[config.mk]
export PLATFORM = sky130hd
export DESIGN_NAME = aiq_steer_ctrl_flat
export DESIGN_NICKNAME = d
export VERILOG_FILES = /design/src/rtl/aiq_steer_if.sv /design/src/rtl/aiq_steer_ctrl.sv /design/src/flat_wrapper.sv
export SDC_FILE = /design/constraint.sdc
export NUM_CORES = 1
export LEC_CHECK = 0
export ABC_AREA = 1
export BUFFER_PORTS_ARGS = -buffer_cell sky130_fd_sc_hd__buf_4
export CORE_MARGIN = 2
export CORE_UTILIZATION = 40
export DETAILED_ROUTE_END_ITERATION = 7
export GPL_TIMING_DRIVEN = 0
export PLACE_DENSITY = 0.63
export SLEW_MARGIN = 30
export SYNTH_ARGS = -nofsm -noshare
export SYNTH_HDL_FRONTEND = slang
export SYNTH_SLANG_ARGS = --single-unit
[constraint.sdc]
create_clock -name clk -period 3.6 [get_ports clk]
set_input_delay 0.54 -clock clk [delete_from_list [all_inputs] [get_ports clk]]
set_output_delay 0.54 -clock clk [all_outputs]
set_load 0.05 [all_outputs]
[src/rtl/aiq_steer_if.sv]
// Dispatch-side bundle between rename, the steering controller and the AIQ banks.
// master drives the rename/bank inputs; slave is the steering controller.
interface aiq_steer_if #(
  parameter int NUM_BANKS = 2,
  parameter int CW        = 4
);
  logic                      in_valid;
  logic                      in_is_arith;
  logic                      ext_stall;
  logic                      if_recall;
  logic [NUM_BANKS-1:0]      bank_issue;
  logic [NUM_BANKS*CW-1:0]   bank_count;
  logic [NUM_BANKS-1:0]      bank_we;
  logic                      dispatch_stall;
  logic                      busy_recover;
  logic [31:0]               stall_cycles;

  modport master (
    output in_valid, in_is_arith, ext_stall, if_recall, bank_issue, bank_count,
    input  bank_we, dispatch_stall, busy_recover, stall_cycles
  );

  modport slave (
    input  in_valid, in_is_arith, ext_stall, if_recall, bank_issue, bank_count,
    output bank_we, dispatch_stall, busy_recover, stall_cycles
  );
endinterface

[src/rtl/aiq_steer_ctrl.sv]
// Steers arithmetic dispatch into NUM_BANKS issue-queue banks using per-bank credit counters.
// Define AIQ_STEER_LEAST_OCC_EN to select the least-occupied bank instead of round-robin.
module aiq_steer_ctrl #(
  parameter int NUM_BANKS = 2,
  parameter int BANK_SIZE = 8,
  parameter int CW        = $clog2(BANK_SIZE) + 1
) (
  input logic        clk,
  input logic        reset,
  aiq_steer_if.slave bus
);
  localparam int PW = (NUM_BANKS > 1) ? $clog2(NUM_BANKS) : 1;

  // state  | meaning
  // RUN    | normal dispatch; counters follow writes and issues
  // RECALL | banks apply the flush mask; no dispatch
  // RELOAD | counters load bank_count; no dispatch
  localparam logic [1:0] S_RUN    = 2'd0;
  localparam logic [1:0] S_RECALL = 2'd1;
  localparam logic [1:0] S_RELOAD = 2'd2;

  logic [1:0]           state;
  logic [1:0]           state_nxt;
  logic [CW-1:0]        count [NUM_BANKS];
  logic [PW-1:0]        rr_ptr;
  logic [31:0]          stall_cycles;
  logic [NUM_BANKS-1:0] credit;
  logic                 any_credit;
  logic                 found;
  logic [PW-1:0]        sel;
  logic                 req;
  logic                 run;
  logic                 accept;
  logic [NUM_BANKS-1:0] bank_we;
  logic                 dispatch_stall;

  always_comb begin
    credit = '0;
    for (int b = 0; b < NUM_BANKS; b++)
      credit[b] = (count[b] < CW'(BANK_SIZE));
  end
  assign any_credit = |credit;

`ifdef AIQ_STEER_LEAST_OCC_EN
  logic [CW-1:0] best;
  always_comb begin
    sel   = '0;
    found = 1'b0;
    best  = '0;
    // strict less-than keeps the lowest index on ties
    for (int b = 0; b < NUM_BANKS; b++) begin
      if (credit[b] && (!found || count[b] < best)) begin
        sel   = PW'(b);
        best  = count[b];
        found = 1'b1;
      end
    end
  end
`else
  logic [PW-1:0] idx;
  always_comb begin
    sel   = '0;
    found = 1'b0;
    idx   = '0;
    for (int i = 0; i < NUM_BANKS; i++) begin
      idx = PW'((int'(rr_ptr) + i) % NUM_BANKS);
      if (!found && credit[idx]) begin
        sel   = idx;
        found = 1'b1;
      end
    end
  end
`endif

  assign req    = bus.in_valid & bus.in_is_arith;
  assign run    = (state == S_RUN);
  assign accept = ~reset & req & found & run & ~bus.ext_stall & ~bus.if_recall;

  always_comb begin
    bank_we = '0;
    if (accept) bank_we[sel] = 1'b1;
  end

  assign dispatch_stall = bus.ext_stall |
                          (~reset & req & (~any_credit | ~run | bus.if_recall));

  always_comb begin
    state_nxt = state;
    case (state)
      S_RUN:    if (bus.if_recall) state_nxt = S_RECALL;
      S_RECALL: state_nxt = bus.if_recall ? S_RECALL : S_RELOAD;
      S_RELOAD: state_nxt = bus.if_recall ? S_RECALL : S_RUN;
      default:  state_nxt = S_RUN;
    endcase
  end

  always_ff @(posedge clk) begin
    if (reset) begin
      state        <= S_RUN;
      rr_ptr       <= '0;
      stall_cycles <= '0;
      for (int b = 0; b < NUM_BANKS; b++) count[b] <= '0;
    end else begin
      state <= state_nxt;
      if (dispatch_stall) stall_cycles <= stall_cycles + 32'd1;
      if (accept) rr_ptr <= (sel == PW'(NUM_BANKS - 1)) ? '0 : sel + 1'b1;
      // issues during recovery are ignored; the reload value is authoritative
      for (int b = 0; b < NUM_BANKS; b++) begin
        if (state == S_RELOAD) begin
          count[b] <= bus.bank_count[b*CW +: CW];
        end else if (run) begin
          if (bank_we[b] && !bus.bank_issue[b] && count[b] != CW'(BANK_SIZE))
            count[b] <= count[b] + 1'b1;
          else if (!bank_we[b] && bus.bank_issue[b] && count[b] != '0)
            count[b] <= count[b] - 1'b1;
        end
      end
    end
  end

  assign bus.bank_we        = bank_we;
  assign bus.dispatch_stall = dispatch_stall;
  assign bus.busy_recover   = ~run;
  assign bus.stall_cycles   = stall_cycles;

  for (genvar g = 0; g < NUM_BANKS; g++) begin : g_chk
    a_no_issue_empty: assert property (@(posedge clk) disable iff (reset)
      (run && bus.bank_issue[g] && !bank_we[g]) |-> (count[g] != '0));
    a_no_write_full: assert property (@(posedge clk) disable iff (reset)
      (run && bank_we[g] && !bus.bank_issue[g]) |-> (count[g] != CW'(BANK_SIZE)));
  end
endmodule
[src/flat_wrapper.sv]
// flat-port wrapper written by rule: the top's interface ports become plain ports
module aiq_steer_ctrl_flat 
#(
  parameter int NUM_BANKS = 2,
  parameter int BANK_SIZE = 8,
  parameter int CW        = $clog2(BANK_SIZE) + 1
)
  (clk, reset, bus_in_valid, bus_in_is_arith, bus_ext_stall, bus_if_recall, bus_bank_issue, bus_bank_count, bus_bank_we, bus_dispatch_stall, bus_busy_recover, bus_stall_cycles);
  aiq_steer_if #(.NUM_BANKS(NUM_BANKS), .CW(CW)) bus_i ();
  input logic clk;
  input logic reset;
  input wire logic [$bits(bus_i.in_valid)-1:0] bus_in_valid;
  input wire logic [$bits(bus_i.in_is_arith)-1:0] bus_in_is_arith;
  input wire logic [$bits(bus_i.ext_stall)-1:0] bus_ext_stall;
  input wire logic [$bits(bus_i.if_recall)-1:0] bus_if_recall;
  input wire logic [$bits(bus_i.bank_issue)-1:0] bus_bank_issue;
  input wire logic [$bits(bus_i.bank_count)-1:0] bus_bank_count;
  output wire logic [$bits(bus_i.bank_we)-1:0] bus_bank_we;
  output wire logic [$bits(bus_i.dispatch_stall)-1:0] bus_dispatch_stall;
  output wire logic [$bits(bus_i.busy_recover)-1:0] bus_busy_recover;
  output wire logic [$bits(bus_i.stall_cycles)-1:0] bus_stall_cycles;
  assign bus_i.in_valid = bus_in_valid;
  assign bus_i.in_is_arith = bus_in_is_arith;
  assign bus_i.ext_stall = bus_ext_stall;
  assign bus_i.if_recall = bus_if_recall;
  assign bus_i.bank_issue = bus_bank_issue;
  assign bus_i.bank_count = bus_bank_count;
  assign bus_bank_we = bus_i.bank_we;
  assign bus_dispatch_stall = bus_i.dispatch_stall;
  assign bus_busy_recover = bus_i.busy_recover;
  assign bus_stall_cycles = bus_i.stall_cycles;
  aiq_steer_ctrl #(.NUM_BANKS(NUM_BANKS), .BANK_SIZE(BANK_SIZE), .CW(CW)) u_core (.clk(clk), .reset(reset), .bus(bus_i));
endmodule
==> results by group <==
Status
  • Status: finished, final reports clean

Placed design
  • Placed cell areas: 3300 sq um
  • Dpl hpwl: 5660 um
  • IO Port Bufs: 51
  • Placed cells: 578
  • GP Congestion: 0.828

Clocking
  • Clk root buf: clkbuf_8
  • Post-CTS sizing: 0
  • Clock Sinks: 43
  • Bufs on Longest Clock Path: 2
  • Clock transition at path regs: 0.09 ns
  • # hold bufs at CTS: 0
  • H-tree Lvls: 2
  • CTS Buf Count: 5
  • TritonCTS clock tree: yes
  • Skew-Pair Late Insertion Delay: 0.30 ns
  • Setup Buffers After CTS: 0

Yosys
  • Warnings from Yosys: 0
  • Part of the Yosys area used for sequential elements: 0.336
  • Post-Syn Instances: 431
  • FF+latch count, synth: 43
  • Post-synth top area share: 0.250
  • Mapped Area: 2800 sq um
  • Top area cells in the synthesized netlist: dfxtp_1 (25%), nand2_1 (18%), nor2_1 (9.7%)
  • Syn nets: 453
  • Yosys cell types: 36
  • Yosys top cell by area: dfxtp_1
  • Avg Synthesized Cell Area: 6.50 sq um

Drt
  • Vias per Instance: 4.74
  • DR iter-0 viols: 108
  • Post-route DRC violation count: 0
  • Routed len/inst: 12.2 um
  • DRT Pass-1 Iters: 5
  • WL final: 7150 um
  • Final ANT Viol Nets: 0
  • Vias after detailed routing: 2776

Power
  • Clock share of power: 0.340
  • Switching part of the total: 0.281
  • P_leak: 1.47 nW
  • Sw Pwr: 288 uW
  • Maximum vdd drop: 0.122 mV
  • Pwr Density: 301 nW/um^2
  • Sequential power share: 0.509
  • Internal power: 737 uW
  • Comb pwr share: 0.151

Global routing
  • Total gr overflow: 0
  • Initial antenna violation count: 0
  • Pin count of the biggest net entering global routing: 13
  • Global-route wire length before repair: 12000 um
  • Number of global-route vias before repair: 2594
  • Total GRT Usage: 0.197

Worst setup path
  • Crit Path Class: register to output port
  • CP Launch Type: register
  • Crit Path Max Fanout: 10
  • Max incr delay on CP: 0.50 ns
  • Data arrival, critical path: 1.78 ns
  • Crit. End Element: output port
  • WP data required: 3.06 ns
  • Worst path slowest cell: edfxtp_1
  • Crit path cell chain: nand2_1, nand3_2, nand2_4, inv_2, buf_2, buf_4

STA
  • Part of the cycle the worst path needs: 0.644
  • Fin. Hold Viols: 0
  • RSZ-0062 raised after global routing: false
  • Min cycle time layout: 2.32 ns
  • Setup violations, final: 0
  • Worst slew pin tran: 0.537 ns
  • Slew HR: 0.642
  • Setup TNS: 0 ns
  • Peak Freq: 431 MHz
  • Max Slew Vio Count: 0
  • Max Clock Skew: 0.00730 ns

Finish
  • Net count, final: 511
  • Synthesis-to-finish area growth: 21.5%
  • N_diodes: 0
  • Commonest non-fill, non-tap cell in the layout: nand2_1
  • Multi-input logic area: 1630 sq um
  • Commonest cells after routing, fill and taps aside: nand2_1 (133), nor2_1 (72), buf_4 (52)
  • Post-route cell area: 3400 sq um
  • Layout cells sized above 1: 0.184
  • Fillers: 722
  • Finished Layout Cells: 586
  • Register cell area after layout: 941 sq um

Floorplan
  • I/O Pins: 52
  • Die Area: 7690 sq um
  • Initial Utilization: 0.412
  • Core area: 6790 sq um
  • Site Rows: 30
  • Die Y: 87.7 um
  • Die width: 87.7 um

Flow run
  • Max-cap check violation count: 0

Worst hold path
  • Hold crit path type: primary input to register
## path summary, 6_finish.rpt
kind / start / end / slack (ns) / depth (start not counted)
min reg2reg: u_core.bus.stall_cycles[15] / u_core.bus.stall_cycles[15] / 0.48 / 2
max reg2reg: u_core.count[0][3] / u_core.count[1][3] / 1.28 / 12
min: bus_if_recall / u_core.state[1] / 0.42 / 2
max: u_core.count[0][3] / bus_dispatch_stall / 1.28 / 6
## state kept, by name, indices dropped and copies added (netlist names)
signal and cells:
u_core.bus.stall_cycles 32, u_core.count 8, u_core.state 2, u_core.rr_ptr 1
## cell families after synthesis
logic type / share of synthesized area
flip-flops: 0.336
adder cells (fa/ha/maj): 0.0295
AO/OA/AOI/OAI: 0.0934
AND/OR/NAND/NOR: 0.442
buffers and inverters: 0.0804
XOR/XNOR: 0.0188
## layout make-up
cell class | instances | share of cell area
Buffer | 5 | 0.00699
Tap cell | 96 | 0.0353
Clock buffer | 8 | 0.0294
Multi-Input combinational cell | 330 | 0.480
Inverter | 53 | 0.0592
Timing Repair Buffer | 51 | 0.113
Sequential cell | 43 | 0.276
## power groups by stage
stage	clock (mW)	combinational [mW]	sequential, mW
6_report	0.348	0.155	0.521
2_1_floorplan	0	0.0985	0.537
3_5_place_dp	0	0.155	0.532
4_1_cts	0.359	0.156	0.521
5_1_grt	0.379	0.174	0.524
3_3_place_gp	0	0.149	0.532
## metrics by stage
stage,setup WS (ns),hold WS [ns],power [mW],utilization
finish,1.28,0.420,1.02,0.501
global route,1.11,0.412,1.08,0.501
CTS,1.28,0.409,1.04,0.501
detailed placement,1.09,0.476,0.688,0.486
global placement,1.20,0.480,0.681,0.486
floorplan,1.45,0.476,0.636,-
## cells in the mapped netlist, drive strengths merged
cell type	instances
nand2	139
nor2	79
inv	53
dfxtp	35
nand3	25
a21oi	23
o21ai	17
nor3	10
edfxtp	8
nand3b	7
nand4	7
a31oi	5
ha	5
xor2	4
clkbuf	3
buf	2
o21a	2
xnor2	2
and2	1
and3	1
fa	1
nor4	1
o21bai	1
## routing by layer
metal  vias to the layer above  GRT usage  wire [um]
met4                         0     0.0503         70
met2                        54      0.337       3360
met1                      1233      0.258       3410
met5                         -          0          0
met3                         8     0.0292        305
li1                       1481          -          -
## critical path: cells and delay by family, from the launching register on
| family | cells | cell delay (ns) |
|---|---|---|
| flops | 1 | 0.50 |
| buf+inv | 3 | 0.46 |
| simple gates | 3 | 0.50 |
No activity file was read; power rests on OpenSTA's default activity.
